**src/rtl/bsg_fma_div_iter.sv**
```systemverilog
// Iterative restoring unsigned divider: one quotient bit per cycle, valid/ready in, valid/yumi out.
// Results are presented only from dedicated output registers loaded on the final iteration.
module bsg_fma_div_iter #(
    parameter int exp_p = 8,
    parameter int sig_p = 23,
    localparam int width_lp = exp_p + sig_p + 1
) (
    input  logic                clk_i,
    input  logic                reset_i,
    input  logic                v_i,
    output logic                ready_o,
    input  logic [width_lp-1:0] dividend_i,
    input  logic [width_lp-1:0] divisor_i,
    output logic                v_o,
    input  logic                yumi_i,
    output logic [width_lp-1:0] quotient_o,
    output logic [width_lp-1:0] remainder_o,
    output logic                div_by_zero_o
);

    localparam int cnt_w_lp = $clog2(width_lp);
    localparam logic [cnt_w_lp-1:0] last_cnt_lp = cnt_w_lp'(width_lp - 1);
    localparam logic [cnt_w_lp-1:0] cnt_one_lp = {{(cnt_w_lp-1){1'b0}}, 1'b1};

    typedef enum logic [1:0] {
        st_idle = 2'd0,
        st_calc = 2'd1,
        st_done = 2'd2
    } state_e;

    state_e                state_r;
    logic                  ready_r;
    logic                  v_r;
    logic [cnt_w_lp-1:0]   cnt_r;
    logic [width_lp-1:0]   dvd_r;
    logic [width_lp-1:0]   dsr_r;
    logic [width_lp-1:0]   rem_r;
    logic [width_lp-1:0]   quot_r;
    logic [width_lp-1:0]   quot_out_r;
    logic [width_lp-1:0]   rem_out_r;
    logic                  dbz_r;

    logic [width_lp:0]     trial_s;
    logic                  qbit_s;
    logic [width_lp-1:0]   rem_next_s;
    logic [width_lp-1:0]   quot_next_s;

    // One restoring-division step. When the trial fits, the difference is below the
    // divisor, so subtracting in the low width_lp bits alone is exact.
    always_comb begin
        trial_s     = {rem_r, dvd_r[width_lp-1]};
        qbit_s      = (trial_s >= {1'b0, dsr_r});
        quot_next_s = {quot_r[width_lp-2:0], qbit_s};
        if (qbit_s) begin
            rem_next_s = trial_s[width_lp-1:0] - dsr_r;
        end else begin
            rem_next_s = trial_s[width_lp-1:0];
        end
    end

    // Control FSM, datapath registers and registered handshake/result outputs.
    always_ff @(posedge clk_i) begin
        if (reset_i) begin
            state_r    <= st_idle;
            ready_r    <= 1'b1;
            v_r        <= 1'b0;
            cnt_r      <= {cnt_w_lp{1'b0}};
            dvd_r      <= {width_lp{1'b0}};
            dsr_r      <= {width_lp{1'b0}};
            rem_r      <= {width_lp{1'b0}};
            quot_r     <= {width_lp{1'b0}};
            quot_out_r <= {width_lp{1'b0}};
            rem_out_r  <= {width_lp{1'b0}};
            dbz_r      <= 1'b0;
        end else begin
            case (state_r)
                st_idle: begin
                    if (v_i) begin
                        dvd_r   <= dividend_i;
                        dsr_r   <= divisor_i;
                        rem_r   <= {width_lp{1'b0}};
                        quot_r  <= {width_lp{1'b0}};
                        cnt_r   <= {cnt_w_lp{1'b0}};
                        ready_r <= 1'b0;
                        state_r <= st_calc;
                    end
                end
                st_calc: begin
                    dvd_r  <= {dvd_r[width_lp-2:0], 1'b0};
                    rem_r  <= rem_next_s;
                    quot_r <= quot_next_s;
                    cnt_r  <= cnt_r + cnt_one_lp;
                    if (cnt_r == last_cnt_lp) begin
                        quot_out_r <= quot_next_s;
                        rem_out_r  <= rem_next_s;
                        dbz_r      <= (dsr_r == {width_lp{1'b0}});
                        v_r        <= 1'b1;
                        state_r    <= st_done;
                    end
                end
                st_done: begin
                    // yumi_i is only honoured here; elsewhere it is ignored.
                    if (yumi_i) begin
                        v_r     <= 1'b0;
                        ready_r <= 1'b1;
                        state_r <= st_idle;
                    end
                end
                default: begin
                    v_r     <= 1'b0;
                    ready_r <= 1'b1;
                    state_r <= st_idle;
                end
            endcase
        end
    end

    assign ready_o       = ready_r;
    assign v_o           = v_r;
    assign quotient_o    = quot_out_r;
    assign remainder_o   = rem_out_r;
    assign div_by_zero_o = dbz_r;

endmodule

```
**config.mk**
```make
export PLATFORM = sky130hd
export DESIGN_NAME = bsg_fma_div_iter
export DESIGN_NICKNAME = d
export VERILOG_FILES = /design/src/rtl/bsg_fma_div_iter.sv
export SDC_FILE = /design/constraint.sdc
export NUM_CORES = 1
export LEC_CHECK = 0
export CAP_MARGIN = 5
export CORE_UTILIZATION = 50
export CTS_BUF_LIST = sky130_fd_sc_hd__clkbuf_4 sky130_fd_sc_hd__clkbuf_8
export DETAILED_ROUTE_END_ITERATION = 10
export GPL_ROUTABILITY_DRIVEN = 1
export HOLD_SLACK_MARGIN = 0.03
export PLACE_DENSITY = 0.79
export SKIP_LAST_GASP = 1
export SLEW_MARGIN = 20
export SYNTH_ARGS = -nofsm -noshare
export SYNTH_HDL_FRONTEND = slang
export SYNTH_SLANG_ARGS = --single-unit
```
**constraint.sdc**
```tcl
create_clock -name clk_i -period 4.43 [get_ports clk_i]
set_input_delay 1.329 -clock clk_i [delete_from_list [all_inputs] [get_ports clk_i]]
set_output_delay 1.329 -clock clk_i [all_outputs]
set_load 0.02 [all_outputs]
```
==> flow_summary.html, run 1 <==
<table>
<tr><th>Metric</th><th>Value</th></tr>
<tr><th colspan="2">Timing</th></tr>
<tr><td>Hold Slack</td><td>about 0.45 ns</td></tr>
<tr><td>Final Hold Fails</td><td>0</td></tr>
<tr><td>Transition time at the pin with the least slew margin</td><td>about 1.0 ns</td></tr>
<tr><td>RSZ-0062 raised after global routing</td><td>false</td></tr>
<tr><td>Final WS setup</td><td>approximately 1.1 ns</td></tr>
<tr><td>Worst rel slew slack</td><td>30.17%</td></tr>
<tr><td>Setup Viol. Count Final</td><td>0</td></tr>
<tr><td>Share of the clock period used by the worst path</td><td>74.93%</td></tr>
<tr><td>Tmin final</td><td>3.319 ns</td></tr>
<tr><td>Max Fclk</td><td>301.3 MHz</td></tr>
<tr><td>Final worst clock skew</td><td>0.01590 ns</td></tr>
<tr><td>Final total negative setup slack</td><td>0 ns</td></tr>
<tr><td>Max Slew Vio Count</td><td>0</td></tr>
<tr><th colspan="2">Floorplan</th></tr>
<tr><td>Die Span Y</td><td>140.0 um</td></tr>
<tr><td>Core area</td><td>18710 um^2</td></tr>
<tr><td>Standard-cell row count</td><td>50</td></tr>
<tr><td>Area of the die</td><td>19600 um^2</td></tr>
<tr><td>Die width</td><td>between 100 and 150 um</td></tr>
<tr><td>Number of ports placed on the die boundary</td><td>around 140</td></tr>
<tr><td>Initial core utilization</td><td>50.91%</td></tr>
<tr><th colspan="2">Synthesis</th></tr>
<tr><td>Unique masters post-synth</td><td>57</td></tr>
<tr><td>YS warnings</td><td>0</td></tr>
<tr><td>Number of synthesized flops with an enable pin</td><td>0</td></tr>
<tr><td>Library cell with the highest instance count after synthesis</td><td>sky130_fd_sc_hd__nand2_1</td></tr>
<tr><td>Portion of the post-synthesis area used by sequential elements</td><td>42.25%</td></tr>
<tr><td>Post-synth design cell area</td><td>9523 um^2</td></tr>
<tr><td>Top flip-flop cell by instance count after synthesis</td><td>sky130_fd_sc_hd__dfxtp_1</td></tr>
<tr><td>Cell type with the highest aggregate area in the netlist</td><td>sky130_fd_sc_hd__dfxtp_1</td></tr>
<tr><td>Proportion of register bits with asynchronous set or reset after synthesis</td><td>0%</td></tr>
<tr><td>Leading cell types by count after synthesis</td><td>sky130_fd_sc_hd__nand2_1 (277), sky130_fd_sc_hd__dfxtp_1 (201), sky130_fd_sc_hd__a21oi_1 (162)</td></tr>
<tr><td>Top cell type's share of synthesized area</td><td>42.25%</td></tr>
<tr><td>Average footprint of a synthesized cell</td><td>between 7 and 8 um^2</td></tr>
<tr><td>Number of synthesized register bits</td><td>201</td></tr>
<tr><td>Synthesized instance count</td><td>approximately 1200</td></tr>
<tr><td>Post-Synthesis Net Count</td><td>1334</td></tr>
<tr><td>Top cells by area, synth</td><td>sky130_fd_sc_hd__dfxtp_1 (42%), sky130_fd_sc_hd__nand2_1 (11%), sky130_fd_sc_hd__a21oi_1 (8.5%)</td></tr>
<tr><th colspan="2">Power and ir drop</th></tr>
<tr><td>VDD IR-drop max</td><td>0.3220 mV</td></tr>
<tr><td>Static power due to leakage</td><td>between 4 and 5 nW</td></tr>
<tr><td>Power density normalized to cell area</td><td>approximately 570 nW/um^2</td></tr>
<tr><th colspan="2">Clock tree</th></tr>
<tr><td>Number of buffers inserted during clock tree synthesis</td><td>34</td></tr>
<tr><td>Clock latency at the later pin of the worst-skew pair</td><td>0.53 ns</td></tr>
<tr><td>TritonCTS clock tree</td><td>done</td></tr>
<tr><td>Clock Root Buffer</td><td>sky130_fd_sc_hd__clkbuf_8</td></tr>
<tr><td>Cts-stage hold buffer count</td><td>0</td></tr>
<tr><td>Max H-tree Level</td><td>2</td></tr>
<tr><td>Clock-pin slew on the worst setup and hold paths</td><td>around 0.06 ns</td></tr>
<tr><td>CTS Buffer Depth</td><td>3</td></tr>
<tr><td>Total of cells resized after clock tree synthesis</td><td>0</td></tr>
<tr><td>Sinks on Clock Net</td><td>201</td></tr>
<tr><td>Post-CTS Setup Inserts</td><td>0</td></tr>
<tr><th colspan="2">Placement</th></tr>
<tr><td>Count of buffers inserted at the top-level ports</td><td>approximately 130</td></tr>
<tr><td>DP Wirelength</td><td>17130 um</td></tr>
<tr><td>RePlAce Congestion</td><td>0.9249</td></tr>
<tr><td>Setup WS pre-CTS</td><td>1.180 ns</td></tr>
<tr><th colspan="2">Global routing</th></tr>
<tr><td>Wire length of the first global-routing pass</td><td>41560 um</td></tr>
<tr><td>Overall global routing resource usage</td><td>about a quarter</td></tr>
<tr><td>Global-route congestion overflow total</td><td>0</td></tr>
<tr><td>Pin count of the biggest net entering global routing</td><td>103</td></tr>
<tr><td>Vias in the first global route</td><td>a little over 8000</td></tr>
<tr><td>Antenna violations before repair</td><td>0</td></tr>
<tr><th colspan="2">Hold path</th></tr>
<tr><td>Worst min path class</td><td>register to register</td></tr>
<tr><th colspan="2">Outcome</th></tr>
<tr><td>Status</td><td>complete, no violations</td></tr>
<tr><th colspan="2">Critical path</th></tr>
<tr><td>Series of cell instances along the critical path</td><td>inv_1 &gt; ha_1 &gt; a21oi_1 &gt; o21ai_0 &gt; and2_1 &gt; o21ai_0 &gt; and3b_1 &gt; buf_4 &gt; a221o_1 &gt; a2bb2oi_1 &gt; a21oi_2</td></tr>
<tr><td>WS Path Type</td><td>register to register</td></tr>
<tr><td>CP arrival</td><td>~3.7 ns</td></tr>
<tr><td>Sort of element at the end of the critical path</td><td>register</td></tr>
<tr><td>Worst path most repeated cell</td><td>sky130_fd_sc_hd__o21ai_0</td></tr>
<tr><td>Worst Setup Start Kind</td><td>register</td></tr>
<tr><td>CP Max Fanout</td><td>13</td></tr>
<tr><td>Required time reported for the critical path endpoint</td><td>between 4 and 5 ns</td></tr>
<tr><td>Register-to-register setup slack</td><td>1.11 ns</td></tr>
<tr><td>Slowest CP cell</td><td>sky130_fd_sc_hd__and3b_1</td></tr>
<tr><td>Delay of the slowest cell on the worst path</td><td>0.51 ns</td></tr>
<tr><th colspan="2">Detailed routing</th></tr>
<tr><td>Drt first-iter violations</td><td>774</td></tr>
<tr><td>Final routed wire length divided by cell count</td><td>16.22 um</td></tr>
<tr><td>DRC errors left</td><td>0</td></tr>
<tr><td>Pre-Repair DR Iteration Count</td><td>5</td></tr>
<tr><td>Vias</td><td>between 9000 and 10000</td></tr>
<tr><td>Via density per instance</td><td>5.685</td></tr>
<tr><td>Number of nets with antenna violations after detailed routing</td><td>0</td></tr>
<tr><td>Post-Route WL</td><td>25720 um</td></tr>
<tr><th colspan="2">Run</th></tr>
<tr><td>Total of max-cap violations</td><td>0</td></tr>
<tr><th colspan="2">Layout</th></tr>
<tr><td>Fin util</td><td>a little over three fifths</td></tr>
<tr><td>Number of antenna diodes</td><td>0</td></tr>
<tr><td>Layout overhead on the synthesized area</td><td>22.93%</td></tr>
<tr><td>Net count reported at finish</td><td>1430</td></tr>
<tr><td>Share of layout cells above drive strength 1</td><td>6.805%</td></tr>
</table>
-- placed cells by master, fill, tap and decap left out, drive strengths merged, types with 23 or more instances in the layout --
| master | count |
|---|---|
| dfxtp | 201 |
| clkbuf | 49 |
| ha | 34 |
| a21oi | 163 |
| clkdlybuf4s50 | 133 |
| nand3 | 45 |
| nand2 | 277 |
| a311oi | 32 |
| o21ai | 71 |
| inv | 44 |
| nor2 | 89 |
| a211oi | 23 |
-- where the power goes --
| group | internal, mW | switching [mW] |
|---|---|---|
| Combinational | 1.10 | 1.75 |
| Sequential | 1.93 | 0.0998 |
| Clock | 1.07 | 0.771 |
| Total | 4.10 | 2.63 |
-- logic make-up after synthesis --
| logic type | count (synthesis) | synth area share (%) |
|---|---|---|
| and+or+nand+nor | 484 | 21.68 |
| xor gates and xnor gates | 24 | 2.207 |
| adders and majority gates | 35 | 4.677 |
| buffers and inverters | 130 | 5.479 |
| muxes | 21 | 2.234 |
| AOI/OAI and AO/OA | 336 | 21.47 |
| DFF | 201 | 42.25 |
-- final cells by class --
class | count | area, um^2
Multi-Input combinational cell | 900 | 5004
Clock inverter | 12 | 122.6
Clock buffer | 49 | 649.4
Sequential cell | 201 | 4024
Fill cell | 1653 | 6999
Timing Repair Buffer | 148 | 1456
Inverter | 42 | 157.7
Tap cell | 234 | 292.8
-- metrics by stage --
stage	cells	power [mW]	cell area (um^2)
after floorplan	1231	4.193	9523
after global placement	1525	4.812	10930
after detailed placement	1525	4.849	10930
after CTS	1586	6.706	11710
after global routing	1586	7.121	11710
final	1586	6.729	11710
-- worst max-delay path: cells and delay by family, from the launching register on --
kind	cells	cell delay [ns]
buffers and inverters	2	0.35
adders and majority gates	1	0.38
and+or+nand+nor	2	0.73
DFF	1	0.36
AOI/OAI and AO/OA	6	1.34
-- registers in the layout (all words and copies together) (netlist names), 2 cells and up --
signal / count
dsr_r: 32
cnt_r: 5
remainder_o: 32
rem_r: 32
dvd_r: 32
quotient_o: 32
state_r: 2
quot_r: 31
-- per-layer routing --
metal  global-route usage [%]  up-vias  wire length (um)
li1                         -     4457                 -
met1                    35.43     4186             11730
met2                    41.97      326             11730
met3                    4.444       48              1625
met4                    9.254        0               633
met5                        0        -                 0
-- worst paths after layout --
kind	from	endpoint	cells after the start
setup / recovery	dsr_r[24]$_SDFFE_PP0P_	remainder_o[27]$_SDFFE_PP0P_	11
hold / removal	quotient_o[19]$_SDFFE_PP0P_	quotient_o[19]$_SDFFE_PP0P_	2
setup reg to reg	dsr_r[24]$_SDFFE_PP0P_	remainder_o[27]$_SDFFE_PP0P_	11
hold reg to reg	quotient_o[19]$_SDFFE_PP0P_	quotient_o[19]$_SDFFE_PP0P_	2
Note: power is estimated with default switching activity, not from simulation.
==> run 2: changes to the inputs <==
--- a/config.mk
+++ b/config.mk
@@ -11,7 +11,7 @@
 export DETAILED_ROUTE_END_ITERATION = 10
 export GPL_ROUTABILITY_DRIVEN = 1
 export HOLD_SLACK_MARGIN = 0.03
-export PLACE_DENSITY = 0.79
+export PLACE_DENSITY = 0.82
 export SKIP_LAST_GASP = 1
 export SLEW_MARGIN = 20
 export SYNTH_ARGS = -nofsm -noshare
==> constraint.sdc (replaced) <==
create_clock -name clk_i -period 2.98 [get_ports clk_i]
set_input_delay 0.894 -clock clk_i [delete_from_list [all_inputs] [get_ports clk_i]]
set_output_delay 0.894 -clock clk_i [all_outputs]
set_load 0.02 [all_outputs]
==> run 2 against run 1 <==
  * Clock skew grew 0.0074 ns
  * Routed wire length shrank 1.4%
  * Final area grew 4.0%
  * Critical endpoint is now rem_r[30]$_SDFFE_PP0P_
==> flow_summary.html, run 2 (same netlist as run 1, synthesis figures left out) <==
<table>
<tr><th>Metric</th><th>Value</th></tr>
<tr><th colspan="2">Floorplan</th></tr>
<tr><td>Core area</td><td>18710 um^2 (unchanged)</td></tr>
<tr><td>Die Span Y</td><td>140.0 um (unchanged)</td></tr>
<tr><td>Standard-cell row count</td><td>50 (unchanged)</td></tr>
<tr><td>Initial core utilization</td><td>50.91% (unchanged)</td></tr>
<tr><td>Number of ports placed on the die boundary</td><td>135 (unchanged)</td></tr>
<tr><td>Die width</td><td>140.0 um (unchanged)</td></tr>
<tr><td>Area of the die</td><td>19600 um^2 (unchanged)</td></tr>
<tr><th colspan="2">Global routing</th></tr>
<tr><td>Vias in the first global route</td><td>8503 (+2.5%)</td></tr>
<tr><td>Pin count of the biggest net entering global routing</td><td>72 (-30%)</td></tr>
<tr><td>Overall global routing resource usage</td><td>25.72% (-0.44 points)</td></tr>
<tr><td>Wire length of the first global-routing pass</td><td>41400 um (-0.38%)</td></tr>
<tr><td>Global-route congestion overflow total</td><td>0 (unchanged)</td></tr>
<tr><td>Antenna violations before repair</td><td>1 (+1)</td></tr>
<tr><th colspan="2">Critical path</th></tr>
<tr><td>Slowest CP cell</td><td>sky130_fd_sc_hd__or3_1</td></tr>
<tr><td>Register-to-register setup slack</td><td>0.12 ns (-0.99 ns)</td></tr>
<tr><td>Family with the most delay on the worst path</td><td>compound AO/OA/AOI/OAI gates</td></tr>
<tr><td>Count of buffer and inverter cells on the critical path</td><td>2 (unchanged)</td></tr>
<tr><td>Series of cell instances along the critical path</td><td>inv_1 &gt; ha_4 &gt; buf_4 &gt; a21oi_1 &gt; o21ai_2 &gt; a221oi_4 &gt; a2111oi_2 &gt; or3_1 &gt; o31ai_2 &gt; mux2i_1 &gt; o21ai_0</td></tr>
<tr><td>Sort of element at the end of the critical path</td><td>register</td></tr>
<tr><td>Capture instance of the worst register-to-register path</td><td>rem_r[30]$_SDFFE_PP0P_</td></tr>
<tr><td>WS Path Type</td><td>register to register</td></tr>
<tr><td>CP Max Fanout</td><td>5 (-8)</td></tr>
<tr><td>CP arrival</td><td>3.25 ns (-0.44 ns)</td></tr>
<tr><td>Delay of the slowest cell on the worst path</td><td>0.41 ns (-0.10 ns)</td></tr>
<tr><td>R2r worst-path depth</td><td>11 (unchanged)</td></tr>
<tr><td>Critical register-to-register path startpoint</td><td>dsr_r[7]$_SDFFE_PP0P_</td></tr>
<tr><td>Required time reported for the critical path endpoint</td><td>3.37 ns (-1.43 ns)</td></tr>
<tr><td>Worst Setup Start Kind</td><td>register</td></tr>
<tr><th colspan="2">Power and ir drop</th></tr>
<tr><td>Switching share of power</td><td>38.61% (-0.40 points)</td></tr>
<tr><td>Reg power frac</td><td>28.9% (-1.2 points)</td></tr>
<tr><td>Relative contribution of combinational cells to total power</td><td>46.9% (+4.4 points)</td></tr>
<tr><td>Net Switching</td><td>4.044 mW (+54%)</td></tr>
<tr><td>Power density normalized to cell area</td><td>859.9 nW/um^2 (+50%)</td></tr>
<tr><td>Clock network fraction of total power</td><td>24.2% (-3.2 points)</td></tr>
<tr><td>VDD IR-drop max</td><td>0.5201 mV (+62%)</td></tr>
<tr><td>P_int</td><td>6.428 mW (+57%)</td></tr>
<tr><td>Static power due to leakage</td><td>4.585 nW (+4.5%)</td></tr>
<tr><th colspan="2">Placement</th></tr>
<tr><td>DP Wirelength</td><td>17650 um (+3.0%)</td></tr>
<tr><td>Count of buffers inserted at the top-level ports</td><td>134 (unchanged)</td></tr>
<tr><td>RePlAce Congestion</td><td>0.9859 (+6.6%)</td></tr>
<tr><td>Placed cell count</td><td>1564 (+2.6%)</td></tr>
<tr><td>Setup WS pre-CTS</td><td>-0.1143 ns (-1.294 ns)</td></tr>
<tr><th colspan="2">Timing</th></tr>
<tr><td>Max Fclk</td><td>349.2 MHz (+16%)</td></tr>
<tr><td>Tmin final</td><td>2.864 ns (-0.4556 ns)</td></tr>
<tr><td>Worst rel slew slack</td><td>54.64% (+24 points)</td></tr>
<tr><td>Final Hold Fails</td><td>0 (unchanged)</td></tr>
<tr><td>RSZ-0062 raised after global routing</td><td>true</td></tr>
<tr><td>Final worst clock skew</td><td>0.02333 ns (+0.007439 ns)</td></tr>
<tr><td>Share of the clock period used by the worst path</td><td>96.09% (+21 points)</td></tr>
<tr><td>Transition time at the pin with the least slew margin</td><td>0.6787 ns (-0.3688 ns)</td></tr>
<tr><td>Setup Viol. Count Final</td><td>0 (unchanged)</td></tr>
<tr><td>Max Slew Vio Count</td><td>0 (unchanged)</td></tr>
<tr><td>Final WS setup</td><td>0.1164 ns (-0.9944 ns)</td></tr>
<tr><th colspan="2">Detailed routing</th></tr>
<tr><td>Metal3 WL</td><td>1740 um (+7.1%)</td></tr>
<tr><td>Uppermost routed layer</td><td>met4</td></tr>
<tr><td>DRC errors left</td><td>0 (unchanged)</td></tr>
<tr><td>Vias</td><td>9192 (+1.9%)</td></tr>
<tr><td>Post-Route WL</td><td>25360 um (-1.4%)</td></tr>
<tr><td>Via density per instance</td><td>5.660 (-0.44%)</td></tr>
<tr><td>Number of nets with antenna violations after detailed routing</td><td>0 (unchanged)</td></tr>
<tr><td>Met1 Wirelength</td><td>11330 um (-3.4%)</td></tr>
<tr><td>Pre-Repair DR Iteration Count</td><td>6 (+1)</td></tr>
<tr><td>Final routed wire length divided by cell count</td><td>15.62 um (-3.7%)</td></tr>
<tr><td>Detailed-routed wire length on met2</td><td>11610 um (-1.0%)</td></tr>
<tr><td>Drt first-iter violations</td><td>593 (-23%)</td></tr>
<tr><th colspan="2">Layout</th></tr>
<tr><td>Register Area</td><td>4024 um^2 (unchanged)</td></tr>
<tr><td>Commonest cells after routing, fill and taps aside</td><td>sky130_fd_sc_hd__nand2_1 (277), sky130_fd_sc_hd__dfxtp_1 (201), sky130_fd_sc_hd__a21oi_1 (160), sky130_fd_sc_hd__clkdlybuf4s50_1 (133), sky130_fd_sc_hd__nor2_1 (88)</td></tr>
<tr><td>Layout overhead on the synthesized area</td><td>27.88%</td></tr>
<tr><td>Non-filler instance count after layout</td><td>1624 (+2.4%)</td></tr>
<tr><td>Fin util</td><td>65.10% (+2.5 points)</td></tr>
<tr><td>Net count reported at finish</td><td>1470 (+2.8%)</td></tr>
<tr><td>Share of layout cells above drive strength 1</td><td>10.87% (+4.1 points)</td></tr>
<tr><td>Number of filler instances in the final layout</td><td>1612 (-2.5%)</td></tr>
<tr><td>Total area of multi-input combinational cells</td><td>5146 um^2 (+2.9%)</td></tr>
<tr><td>Commonest non-fill, non-tap cell in the layout</td><td>sky130_fd_sc_hd__nand2_1</td></tr>
<tr><th colspan="2">Hold path</th></tr>
<tr><td>Startpoint of the tightest hold check path</td><td>quotient_o[25]$_SDFFE_PP0P_</td></tr>
<tr><td>Cell depth of the worst hold path</td><td>2 (unchanged)</td></tr>
<tr><td>Worst min path class</td><td>register to register</td></tr>
<tr><td>Endpoint of the worst hold path</td><td>quotient_o[25]$_SDFFE_PP0P_</td></tr>
<tr><th colspan="2">Clock tree</th></tr>
<tr><td>Clock Root Buffer</td><td>sky130_fd_sc_hd__clkbuf_8</td></tr>
<tr><td>Sinks on Clock Net</td><td>201 (unchanged)</td></tr>
<tr><td>TritonCTS clock tree</td><td>done</td></tr>
<tr><td>Clock latency at the later pin of the worst-skew pair</td><td>0.53 ns (about the same)</td></tr>
<tr><td>Clock-pin slew on the worst setup and hold paths</td><td>0.06 ns (about the same)</td></tr>
<tr><td>Number of buffers inserted during clock tree synthesis</td><td>35 (+2.9%)</td></tr>
<tr><td>CTS Buffer Depth</td><td>3 (unchanged)</td></tr>
<tr><td>Max H-tree Level</td><td>2 (unchanged)</td></tr>
<tr><td>Cts-stage hold buffer count</td><td>0 (unchanged)</td></tr>
<tr><th colspan="2">Outcome</th></tr>
<tr><td>Status</td><td>complete, no violations</td></tr>
<tr><th colspan="2">Run</th></tr>
<tr><td>Total of max-cap violations</td><td>0 (unchanged)</td></tr>
</table>
run 2: changes by cell type in the layout (fill, tap and decap cells not counted), sizes merged:
cell,before,now
buf,15,54
clkbuf,49,52
bufinv,2,0
clkinv,6,4
diode,0,1
inv,44,43
run 2: worst reg2reg max path: stages (launching register included):
cell	delay (ns)
sky130_fd_sc_hd__dfxtp_1	0.36
sky130_fd_sc_hd__inv_1	0.09
sky130_fd_sc_hd__ha_4	0.26
sky130_fd_sc_hd__buf_4	0.15
sky130_fd_sc_hd__a21oi_1	0.19
sky130_fd_sc_hd__o21ai_2	0.13
sky130_fd_sc_hd__a221oi_4	0.34
sky130_fd_sc_hd__a2111oi_2	0.13
sky130_fd_sc_hd__or3_1	0.42
sky130_fd_sc_hd__o31ai_2	0.28
sky130_fd_sc_hd__mux2i_1	0.27
sky130_fd_sc_hd__o21ai_0	0.12
run 2: worst max path at each step:
stage | startpoint | to | slack [ns] | cells past startpoint
floorplan | dvd_r[31]$_SDFFE_PP0P_ | rem_r[30]$_SDFFE_PP0P_ | 0.31 | 12
global route | dsr_r[7]$_SDFFE_PP0P_ | rem_r[30]$_SDFFE_PP0P_ | -0.01 | 11
finish | dsr_r[7]$_SDFFE_PP0P_ | rem_r[30]$_SDFFE_PP0P_ | 0.12 | 11
global placement | dvd_r[31]$_SDFFE_PP0P_ | rem_r[30]$_SDFFE_PP0P_ | 0.04 | 12
detailed placement | dvd_r[31]$_SDFFE_PP0P_ | rem_r[30]$_SDFFE_PP0P_ | -0.11 | 12
CTS | dvd_r[31]$_SDFFE_PP0P_ | rem_r[26]$_SDFFE_PP0P_ | 0.02 | 12
run 2: cell type report:
type	count	area share, %
multi-input cells	900	42.26
flip-flops and latches	201	33.04
repair buffers	187	15.11
clock buffers	52	5.415
well taps	234	2.404
inverters	42	1.295
clock inverters	7	0.4521
diodes	1	0.02055
run 2: power groups by stage:
stage,registers (mW),clock network (mW),logic (mW)
6_report,3.02,2.54,4.91
5_1_grt,3.04,2.71,5.34
4_1_cts,3.01,2.59,4.65
3_5_place_dp,3.07,0,4.59
3_3_place_gp,3.06,0,4.56
2_1_floorplan,3.02,0,3.21
run 2: repair_timing:
action / in CTS / in global routing
pin swaps: 0 / 5
setup buffers: 0 / 0
gates resized for setup: 3 / 25
setup endpoints to repair: 5 / 37
run 2: layer usage:
layer | global-route usage (%) | vias to the layer above
met1 | 33.24 | 4286
met3 | 6.051 | 55
met2 | 41.05 | 310
met5 | 0 | -
met4 | 11.05 | 0
li1 | - | 4541
run 2: through the flow:
stage	TNS (ns)	hold WS [ns]	area [um^2]	total power [mW]
2_1_floorplan	0	0.4287	9523	6.233
3_3_place_gp	0	0.4377	11310	7.628
3_5_place_dp	-0.2042	0.4459	11310	7.662
4_1_cts	0	0.4536	12040	10.25
5_1_grt	-0.01288	0.4771	12180	11.09
6_report	0	0.4518	12180	10.47
==> run 3: changes to the inputs <==
--- a/config.mk
+++ b/config.mk
@@ -5,6 +5,7 @@
 export SDC_FILE = /design/constraint.sdc
 export NUM_CORES = 1
 export LEC_CHECK = 0
+export ABC_CLOCK_PERIOD_IN_PS = 2980
 export CAP_MARGIN = 5
 export CORE_UTILIZATION = 50
 export CTS_BUF_LIST = sky130_fd_sc_hd__clkbuf_4 sky130_fd_sc_hd__clkbuf_8
==> results of run 3 <==
No change in the layout: final DEF, timing and power equal those of run 2.
